## config.mk

```make
export PLATFORM = sky130hd
export DESIGN_NAME = seg_scan
export DESIGN_NICKNAME = d
export VERILOG_FILES = /design/src/rtl/seg_scan.sv
export SDC_FILE = /design/constraint.sdc
export NUM_CORES = 1
export LEC_CHECK = 0
export CAP_MARGIN = 20
export CORE_UTILIZATION = 45
export DETAILED_ROUTE_END_ITERATION = 8
export GPL_TIMING_DRIVEN = 1
export PLACE_DENSITY = 0.73
export SYNTH_ARGS = -nofsm -noshare
export SYNTH_HDL_FRONTEND = slang
export SYNTH_SLANG_ARGS = --single-unit
```

## constraint.sdc

```tcl
create_clock -name clk -period 6.9 [get_ports clk]
set_input_delay 0.69 -clock clk [delete_from_list [all_inputs] [get_ports clk]]
set_output_delay 0.69 -clock clk [all_outputs]
set_load 0.1 [all_outputs]
```

## src/rtl/seg_scan.sv

```systemverilog
// Multiplexed driver for a bank of active-low seven-segment digits with decimal points.
// Updates are buffered and swapped in only at frame end so the display never tears.
module seg_scan #(
  parameter int DIGITS = 8,
  parameter int DIV    = 1000
) (
  input  logic                  clk,
  input  logic                  rst,
  input  logic                  in_valid,
  output logic                  in_ready,
  input  logic [4*DIGITS-1:0]   in_data,
  input  logic [DIGITS-1:0]     in_dp,
  input  logic                  in_blz,
  output logic [7:0]            seg_out,
  output logic [DIGITS-1:0]     dig_sel,
  output logic [8*DIGITS-1:0]   seg_all,
  output logic                  frame_tick
);

  localparam int PW = $clog2(DIV);
  localparam int IW = (DIGITS > 1) ? $clog2(DIGITS) : 1;

  logic [4*DIGITS-1:0]     r_pend_data;
  logic [DIGITS-1:0]       r_pend_dp;
  logic                    r_pend_blz;
  logic                    r_pend_full;
  logic [4*DIGITS-1:0]     r_act_data;
  logic [DIGITS-1:0]       r_act_dp;
  logic                    r_act_blz;
  logic                    r_loaded;
  logic [PW-1:0]           r_presc;
  logic [IW-1:0]           r_idx;
  logic [7:0]              r_seg_out;
  logic [DIGITS-1:0]       r_dig_sel;
  logic [8*DIGITS-1:0]     r_seg_all;
  logic                    r_frame_tick;

  logic                    w_wrap;
  logic                    w_frame_end;
  logic                    w_accept;
  logic [IW-1:0]           w_top;
  logic [DIGITS-1:0][7:0]  w_img;

  function automatic logic [7:0] f_hex(input logic [3:0] n);
    case (n)
      4'h0: f_hex = 8'hC0;
      4'h1: f_hex = 8'hF9;
      4'h2: f_hex = 8'hA4;
      4'h3: f_hex = 8'hB0;
      4'h4: f_hex = 8'h99;
      4'h5: f_hex = 8'h92;
      4'h6: f_hex = 8'h82;
      4'h7: f_hex = 8'hF8;
      4'h8: f_hex = 8'h80;
      4'h9: f_hex = 8'h90;
      4'hA: f_hex = 8'h88;
      4'hB: f_hex = 8'h83;
      4'hC: f_hex = 8'hC6;
      4'hD: f_hex = 8'hA1;
      4'hE: f_hex = 8'h86;
      default: f_hex = 8'h8E;
    endcase
  endfunction

  assign w_wrap      = (r_presc == PW'(DIV - 1));
  assign w_frame_end = w_wrap && (r_idx == IW'(DIGITS - 1));
  assign w_accept    = in_valid && !r_pend_full;

  // Image of every digit from the active buffer; w_top is the highest nonzero digit.
  always_comb begin
    w_top = '0;
    for (int i = 0; i < DIGITS; i++) begin
      if (r_act_data[4*i +: 4] != 4'h0) w_top = IW'(i);
    end
    for (int i = 0; i < DIGITS; i++) begin
      w_img[i] = 8'hFF;
      if (r_loaded) begin
        if (r_act_blz && (i > int'(w_top)))
          w_img[i] = r_act_dp[i] ? 8'h7F : 8'hFF;
        else
          w_img[i] = f_hex(r_act_data[4*i +: 4]) & {~r_act_dp[i], 7'h7F};
      end
    end
  end

  always_ff @(posedge clk or posedge rst) begin
    if (rst) begin
      r_pend_data  <= '0;
      r_pend_dp    <= '0;
      r_pend_blz   <= 1'b0;
      r_pend_full  <= 1'b0;
      r_act_data   <= '0;
      r_act_dp     <= '0;
      r_act_blz    <= 1'b0;
      r_loaded     <= 1'b0;
      r_presc      <= '0;
      r_idx        <= '0;
      r_seg_out    <= 8'hFF;
      r_dig_sel    <= '1;
      r_seg_all    <= '1;
      r_frame_tick <= 1'b0;
    end else begin
      r_presc <= w_wrap ? '0 : r_presc + PW'(1);
      if (w_wrap)
        r_idx <= (r_idx == IW'(DIGITS - 1)) ? '0 : r_idx + IW'(1);

      // Accept needs an empty pending slot and transfer needs a full one, so they never collide.
      if (w_frame_end && r_pend_full) begin
        r_act_data  <= r_pend_data;
        r_act_dp    <= r_pend_dp;
        r_act_blz   <= r_pend_blz;
        r_loaded    <= 1'b1;
        r_pend_full <= 1'b0;
      end
      if (w_accept) begin
        r_pend_data <= in_data;
        r_pend_dp   <= in_dp;
        r_pend_blz  <= in_blz;
        r_pend_full <= 1'b1;
      end

      r_frame_tick <= w_frame_end;
      r_dig_sel    <= (r_presc == '0) ? '1 : ~(DIGITS'(1) << r_idx);
      r_seg_out    <= w_img[r_idx];
      r_seg_all    <= w_img;
    end
  end

  assign in_ready   = !r_pend_full;
  assign seg_out    = r_seg_out;
  assign dig_sel    = r_dig_sel;
  assign seg_all    = r_seg_all;
  assign frame_tick = r_frame_tick;

endmodule

```

## After elaboration in Yosys (flattened, before gate mapping)

Memories as Yosys holds them, arrays and structs flattened.
Cells that the tools add are included.

| storage, ports and cells | value |
|---|---|
| memories | 8 |
| latch bits | 0 |
| memory bits (read-only) | 896 |
| RAM bits | 0 |
| bits in registers | 178 |
| output and inout bits | 82 |
| logic and storage cells | 123 |
| bits of input ports | 44 |

| cells by class | value |
|---|---|
| muxes and demuxes | 51 |
| $lt $le $gt $ge | 8 |
| bitwise gates (word level) | 17 |
| add/sub/neg operators | 2 |
| shift-type cells | 1 |
| eq/ne operators | 2 |
| divide/modulo/power cells | 0 |
| $mul | 0 |
| reductions and logical operators | 20 |

Memories:

| memory | words | width | read ports | clocked after memory_dff | wr ports | RTL line | source |
|---|---|---|---|---|---|---|---|
| (no name shown) | 16 | 7 | 1 | 0 | 0 | 45 | `case (n)` |
| (no name shown) | 16 | 7 | 1 | 0 | 0 | 45 |  |
| (no name shown) | 16 | 7 | 1 | 0 | 0 | 45 |  |
| (no name shown) | 16 | 7 | 1 | 0 | 0 | 45 |  |
| (no name shown) | 16 | 7 | 1 | 0 | 0 | 45 |  |
| (no name shown) | 16 | 7 | 1 | 0 | 0 | 45 |  |
| +2 memories | - | - | - | - | - | - |  |

Operators with widths:

| kind | number |
|---|---|
| 2-to-1 mux 8 bit | 39 |
| AND 8 bit | 8 |
| nonzero test 4 bit | 7 |
| binary-select mux 8 bit (select 3 bit) | 1 |
| 2-to-1 mux 3 bit | 7 |
| > comparator 3 bit, first input constant | 4 |
| adder 10 x 1 -> 10 bit, second input constant | 1 |
| == test 10 bit, second input constant | 1 |
| logical AND 1 bit | 10 |
| zero test 10 bit | 1 |
| 2-to-1 mux 10 bit | 1 |
| inverter 1 bit | 8 |
| inverter 8 bit | 1 |
| << shifter 1 x 3 -> 8 bit, first input constant | 1 |
| > comparator 2 x 3 -> 1 bit, first input constant | 2 |
| less-than comparator 3 x 4 -> 1 bit, second input constant | 1 |
| adder 3 x 1 -> 3 bit, second input constant | 1 |
| == test 3 bit, second input constant | 1 |
| > comparator 1 x 3 -> 1 bit, first input constant | 1 |
| 2-to-1 mux 1 bit | 3 |
| nonzero test 2 bit | 1 |
| zero test 1 bit | 1 |

## Logic depth before layout (Yosys ltp)

| logic depth | value |
|---|---|
| word-level depth | 17 |
| depth in mapped cells | 9 |
| depth with buffers taken out | 7 |

## Worst setup path after synthesis

Ideal clock, no wire load.

| path | value |
|---|---|
| path kind | reg-to-reg |
| start | register r_act_data[8] |
| end | register r_seg_out[3], in the netlist seg_out[3] |
| data required time | 6.795 ns |
| cell stages (with the launch flop) | 9 |
| library setup time | 0.105 ns |
| period minus slack after synthesis | 2.124 ns |
| slack | 4.776 ns |
| arrival time | 2.019 ns |
| buffers on the path | 1 |
| path through | dfrtp_1 -> inv_1 -> ha_1 -> or3b_4 -> nand4b_2 -> buf_6 -> o211ai_2 -> o211ai_1 -> a222oi_1 |

| on the way | value |
|---|---|
| longest elaborated chain between the ends | 13 |
| elaborated cells between the ends (all ways) | 41 |
| classes of those cells | order compare (7); mux (24); bitwise (1); reduce/logical (8); memory (1) |

RTL lines:

| element | RTL line | source |
|---|---|---|
| start, declared | 27 | `logic [4*DIGITS-1:0] r_act_data;` |
| start signal, assigned | 109 | `r_act_data <= r_pend_data;` |
| nonzero test 4 bit | 73 | `if (r_act_data[4*i +: 4] != 4'h0) w_top = IW'(i);` |
| 2-to-1 mux 3 bit (6 in series) | 73 |  |
| > comparator 1 x 3 -> 1 bit (tied with other cells) | 78 | `if (r_act_blz && (i > int'(w_top)))` |
| logical AND 1 bit | 78 |  |
| 2-to-1 mux 8 bit | 78 |  |
| 2-to-1 mux 8 bit | 77 | `if (r_loaded) begin` |
| binary-select mux 8 bit (select 3 bit) (*) | 124 | `r_seg_out <= w_img[r_idx];` |
| 2-to-1 mux 8 bit (not written as such) (*) | 124 |  |
| end signal, assigned | 124 |  |
| end, declared | 33 | `logic [7:0] r_seg_out;` |

Every way passes the cells marked *; elsewhere a longest branch is shown, timed or not. The select of a mux whose other input is x is not followed.
A chain may end at the register's enable or synchronous reset.

## Worst setup path in the final report

| path | value |
|---|---|
| start | register r_presc[0] |
| end | register r_act_data[12] |

| on the way | value |
|---|---|
| longest elaborated chain between the ends | 3 |

RTL lines:

| element | RTL line | source |
|---|---|---|
| start, declared | 31 | `logic [PW-1:0] r_presc;` |
| start signal, assigned | 103 | `r_presc <= w_wrap ? '0 : r_presc + PW'(1);` |
| == test 10 bit | 65 | `assign w_wrap = (r_presc == PW'(DIV - 1));` |
| logical AND 1 bit | 66 | `assign w_frame_end = w_wrap && (r_idx == IW'(DIGITS - 1));` |
| logical AND 1 bit | 108 | `if (w_frame_end && r_pend_full) begin` |

Every way passes these cells.

==> run_results.csv <==
group,metric,value,unit
floorplan,dieArea,21000,µm²
sta,fin_setup_tns,0,ns
synth,synth_compound_area_share,11.7,%
sta,finalCritPeriodShare,43.6,%
placement,dp_hpwl,14900,µm
synth,synthDistinctLibCells,80,
clocking,postCtsSetupRepairBufs,0,
setup_path,crit_path_end_kind,"flip-flop",
clocking,cts-root-buf,"clkbuf_16",
sta,slew_viol_final,0,
setup_path,arrival,3.31,ns
power_and_ir_drop,ir_drop,0.172,mV
run,drv_cap,0,
floorplan,start_util,46.6,%
sta,final-hold-violation-count,0,
clocking,clk_pin_slew,0.07,ns
drt,drt_iter0_drc,488,
global_route,grt_pass1_wl,33400,µm
global_route,grt_use_total,21.1,%
drt,wl_per_cell,17.9,µm
synth,yosysWarnings,0,
drt,firstDrtPassIters,5,
floorplan,num_rows,51,
synth,netlist_area,9180,µm²
setup_path,crit_type,"reg2reg",
final_layout,drive_gt1_share,26.5,%
setup_path,cp_top_family,"simple AND/OR/NAND/NOR gates",
synth,synthArstFlopShare,100,%
sta,tightest_slew,1.01,ns
synth,seq_area_frac_synth,49.6,%
placement,placement.io_buffers,125,
power_and_ir_drop,cellLeakagePower,4.52,nW
final_layout,stdcell_area,11200,µm²
setup_path,required,7.21,ns
final_layout,syn_to_final_growth,22.2,%
drt,drc,0,
global_route,grt_max_degree,121,
synth,muxShareOfSynthArea,14.6,%
placement,place_ws,3.86,ns
sta,rsz0062_at_grt,"no",
synth,synth_edf_count,0,
synth,synth.avg_cell_area,11.5,µm²
sta,setup_ws,3.89,ns
sta,hold_slack,0.425,ns
drt,ant_nets,0,
sta,skew,0.0103,ns
sta,maxSlewHeadroom,32.5,%
synth,synth_top_family_by_area,"multiplexers",
setup_path,path_buf_inv,1,
setup_path,crit_path_max_fanout,23,
sta,maxClockFrequency,333,MHz
final_layout,layout.nets,998,
setup_path,crit_chain,"ha_1 > nand4_1 > nor3_2 > nand3_2 > buf_4 > mux2_2",
synth,synth_xor_area_share,0.668,%
final_layout,nFillCells,1621,
clocking,clkLatencyLatePin,0.43,ns
floorplan,die_h,145,µm
synth,postSynthCellCount,797,
global_route,first_global_vias,6238,
clocking,cts_sinks,178,
sta,fin_crit,3.01,ns
floorplan,fp.dieW,145,µm
sta,setup_violations,0,
drt,postRouteWirelength,21000,µm
synth,synthesis.nets,897,
final_layout,seq_area,4550,µm²
outcome,status,"complete, no violations",
clocking,htree_levels,4,
floorplan,io_pins,126,
clocking,cts_max_path_buffers,2,
synth,synthSimpleGateAreaFrac,11.4,%
final_layout,multi_input_area,4240,µm²
synth,synth_top_flop_cell,"dfrtp_1",
drt,vias_per_cell,5.53,
global_route,gr-total-overflow,0,
synth,synth_area_leaders,"dfrtp_1, dfstp_2, mux2_2",
placement,placed_cell_area,10600,µm²
global_route,antenna_found_initial,0,
clocking,cts_resized,0,
placement,gp_congestion,0.917,
floorplan,coreArea,19700,µm²
power_and_ir_drop,finalPower,2.20,mW
clocking,cts_buffers,17,
synth,yosysTopAreaCellShare,26.7,%
synth,yosysTopAreaCell,"dfrtp_1",
drt,vias,6498,
power_and_ir_drop,powerDensity,196,nW/µm²
synth,ys_seq_elements,178,
clocking,cts_tree,"yes",
synth,synthAdderAreaFrac,7.63,%
setup_path,cpMaxStageDelayCell,"nor3_2",
final_layout,antenna_cells,0,
setup_path,start_kind,"flip-flop",
clocking,hold_buffers,0,
setup_path,slowest_delay,0.69,ns
hold_path,holdCritPathClass,"reg2reg",
cells in the final DEF (no fill, tap or decap), types with 5 or more instances in the layout:
master,synthesis,layout
a21oi_1,16,16
a31oi_1,9,9
a32oi_1,5,5
and2_1,7,7
clkbuf_16,0,17
clkdlybuf4s50_1,0,125
dfrtp_1,98,98
dfstp_2,80,80
ha_1,56,56
inv_1,39,38
mux2_2,95,95
mux2i_1,16,16
mux4_2,5,5
nand2_1,79,79
nand2b_1,13,13
nand3_1,22,22
nand3b_1,6,6
nand4_1,5,5
nor2_1,33,33
nor2b_1,7,6
o211ai_1,18,18
o21a_1,5,5
o21ai_0,34,34
o311ai_0,7,7
cell type report:
cell class,count,area share [%]
well taps,265,2.95
inverters,41,1.42
flip-flops and latches,178,40.6
clock buffers,22,4.23
repair buffers,130,11.7
clock inverters,9,1.38
multi-input cells,530,37.8
worst register-to-register path: stages, from the launching register on:
cell and delay [ns]:
dfrtp_1 0.39, ha_1 0.25, nand4_1 0.16, nor3_2 0.69, nand3_2 0.60, buf_4 0.47, mux2_2 0.33
flip-flops by register name, indices dropped and copies added, names as in the netlist:
register,cells
seg_out,8
r_act_blz,1
seg_all,64
r_pend_blz,1
r_loaded,1
r_presc,10
r_pend_full,1
r_act_data,32
r_pend_dp,8
frame_tick,1
dig_sel,8
r_act_dp,8
r_pend_data,32
r_idx,3
cell families after synthesis:
family | Yosys count
multiplexers | 116
AND/OR/NAND/NOR | 204
adder cells (fa/ha/maj) | 56
AO/OA/AOI/OAI | 147
buffers and inverters | 89
flip-flops | 178
XOR/XNOR | 7
final timing paths:
kind,from,end,slack (ns),depth (start not counted)
worst min register to register,r_act_dp[3],seg_all[31],0.43,1
min in group asynchronous,rst,r_act_data[24],0.54,2
worst max-delay path,r_presc[0],r_act_data[12],3.89,6
worst max register to register,r_presc[0],r_act_data[12],3.89,6
worst min-delay path,r_act_dp[3],seg_all[31],0.43,1
max in group asynchronous,rst,r_pend_data[12],5.42,3
through the flow:
step / utilization [%] / cells
global route: 56.9 / 1175
floorplan: - / 797
finish: 56.9 / 1175
CTS: 56.8 / 1174
detailed placement: 53.6 / 1143
global placement: 53.6 / 1143
synth_stat cells, drive strengths merged (4+ instances only):
cell,n
nor2,34
mux2i,16
xor2,4
mux4,5
nor3,5
nand4,5
o221ai,4
o311ai,7
nand3b,6
and2,9
o21ai,34
clkbuf,22
nor2b,7
inv,40
a31oi,9
o211ai,19
mux2,95
nand2,80
nand3,24
nor3b,5
o21a,6
a32oi,5
nand2b,13
dfrtp,98
a41oi,5
dfstp,80
buf,26
a21oi,17
ha,56
metal layers:
layer	share of wire (%)	vias to the layer above	GRT usage [%]	routed length (µm)
met5	0	-	0	0
met4	1.8	0	6.76	386
met3	5.9	29	4.80	1240
met2	48	215	33.9	10000
met1	45	3223	28.3	9370
li1	-	3031	-	-
where the power goes:
| group | leakage (nW) | internal, mW | switching (mW) |
|---|---|---|---|
| Combinational | 2.10 | 0.0458 | 0.0300 |
| Sequential | 2.11 | 1.08 | 0.0160 |
| Clock | 0.306 | 0.633 | 0.393 |
| Total | 4.52 | 1.76 | 0.439 |
(Power assumes the default switching activity.)
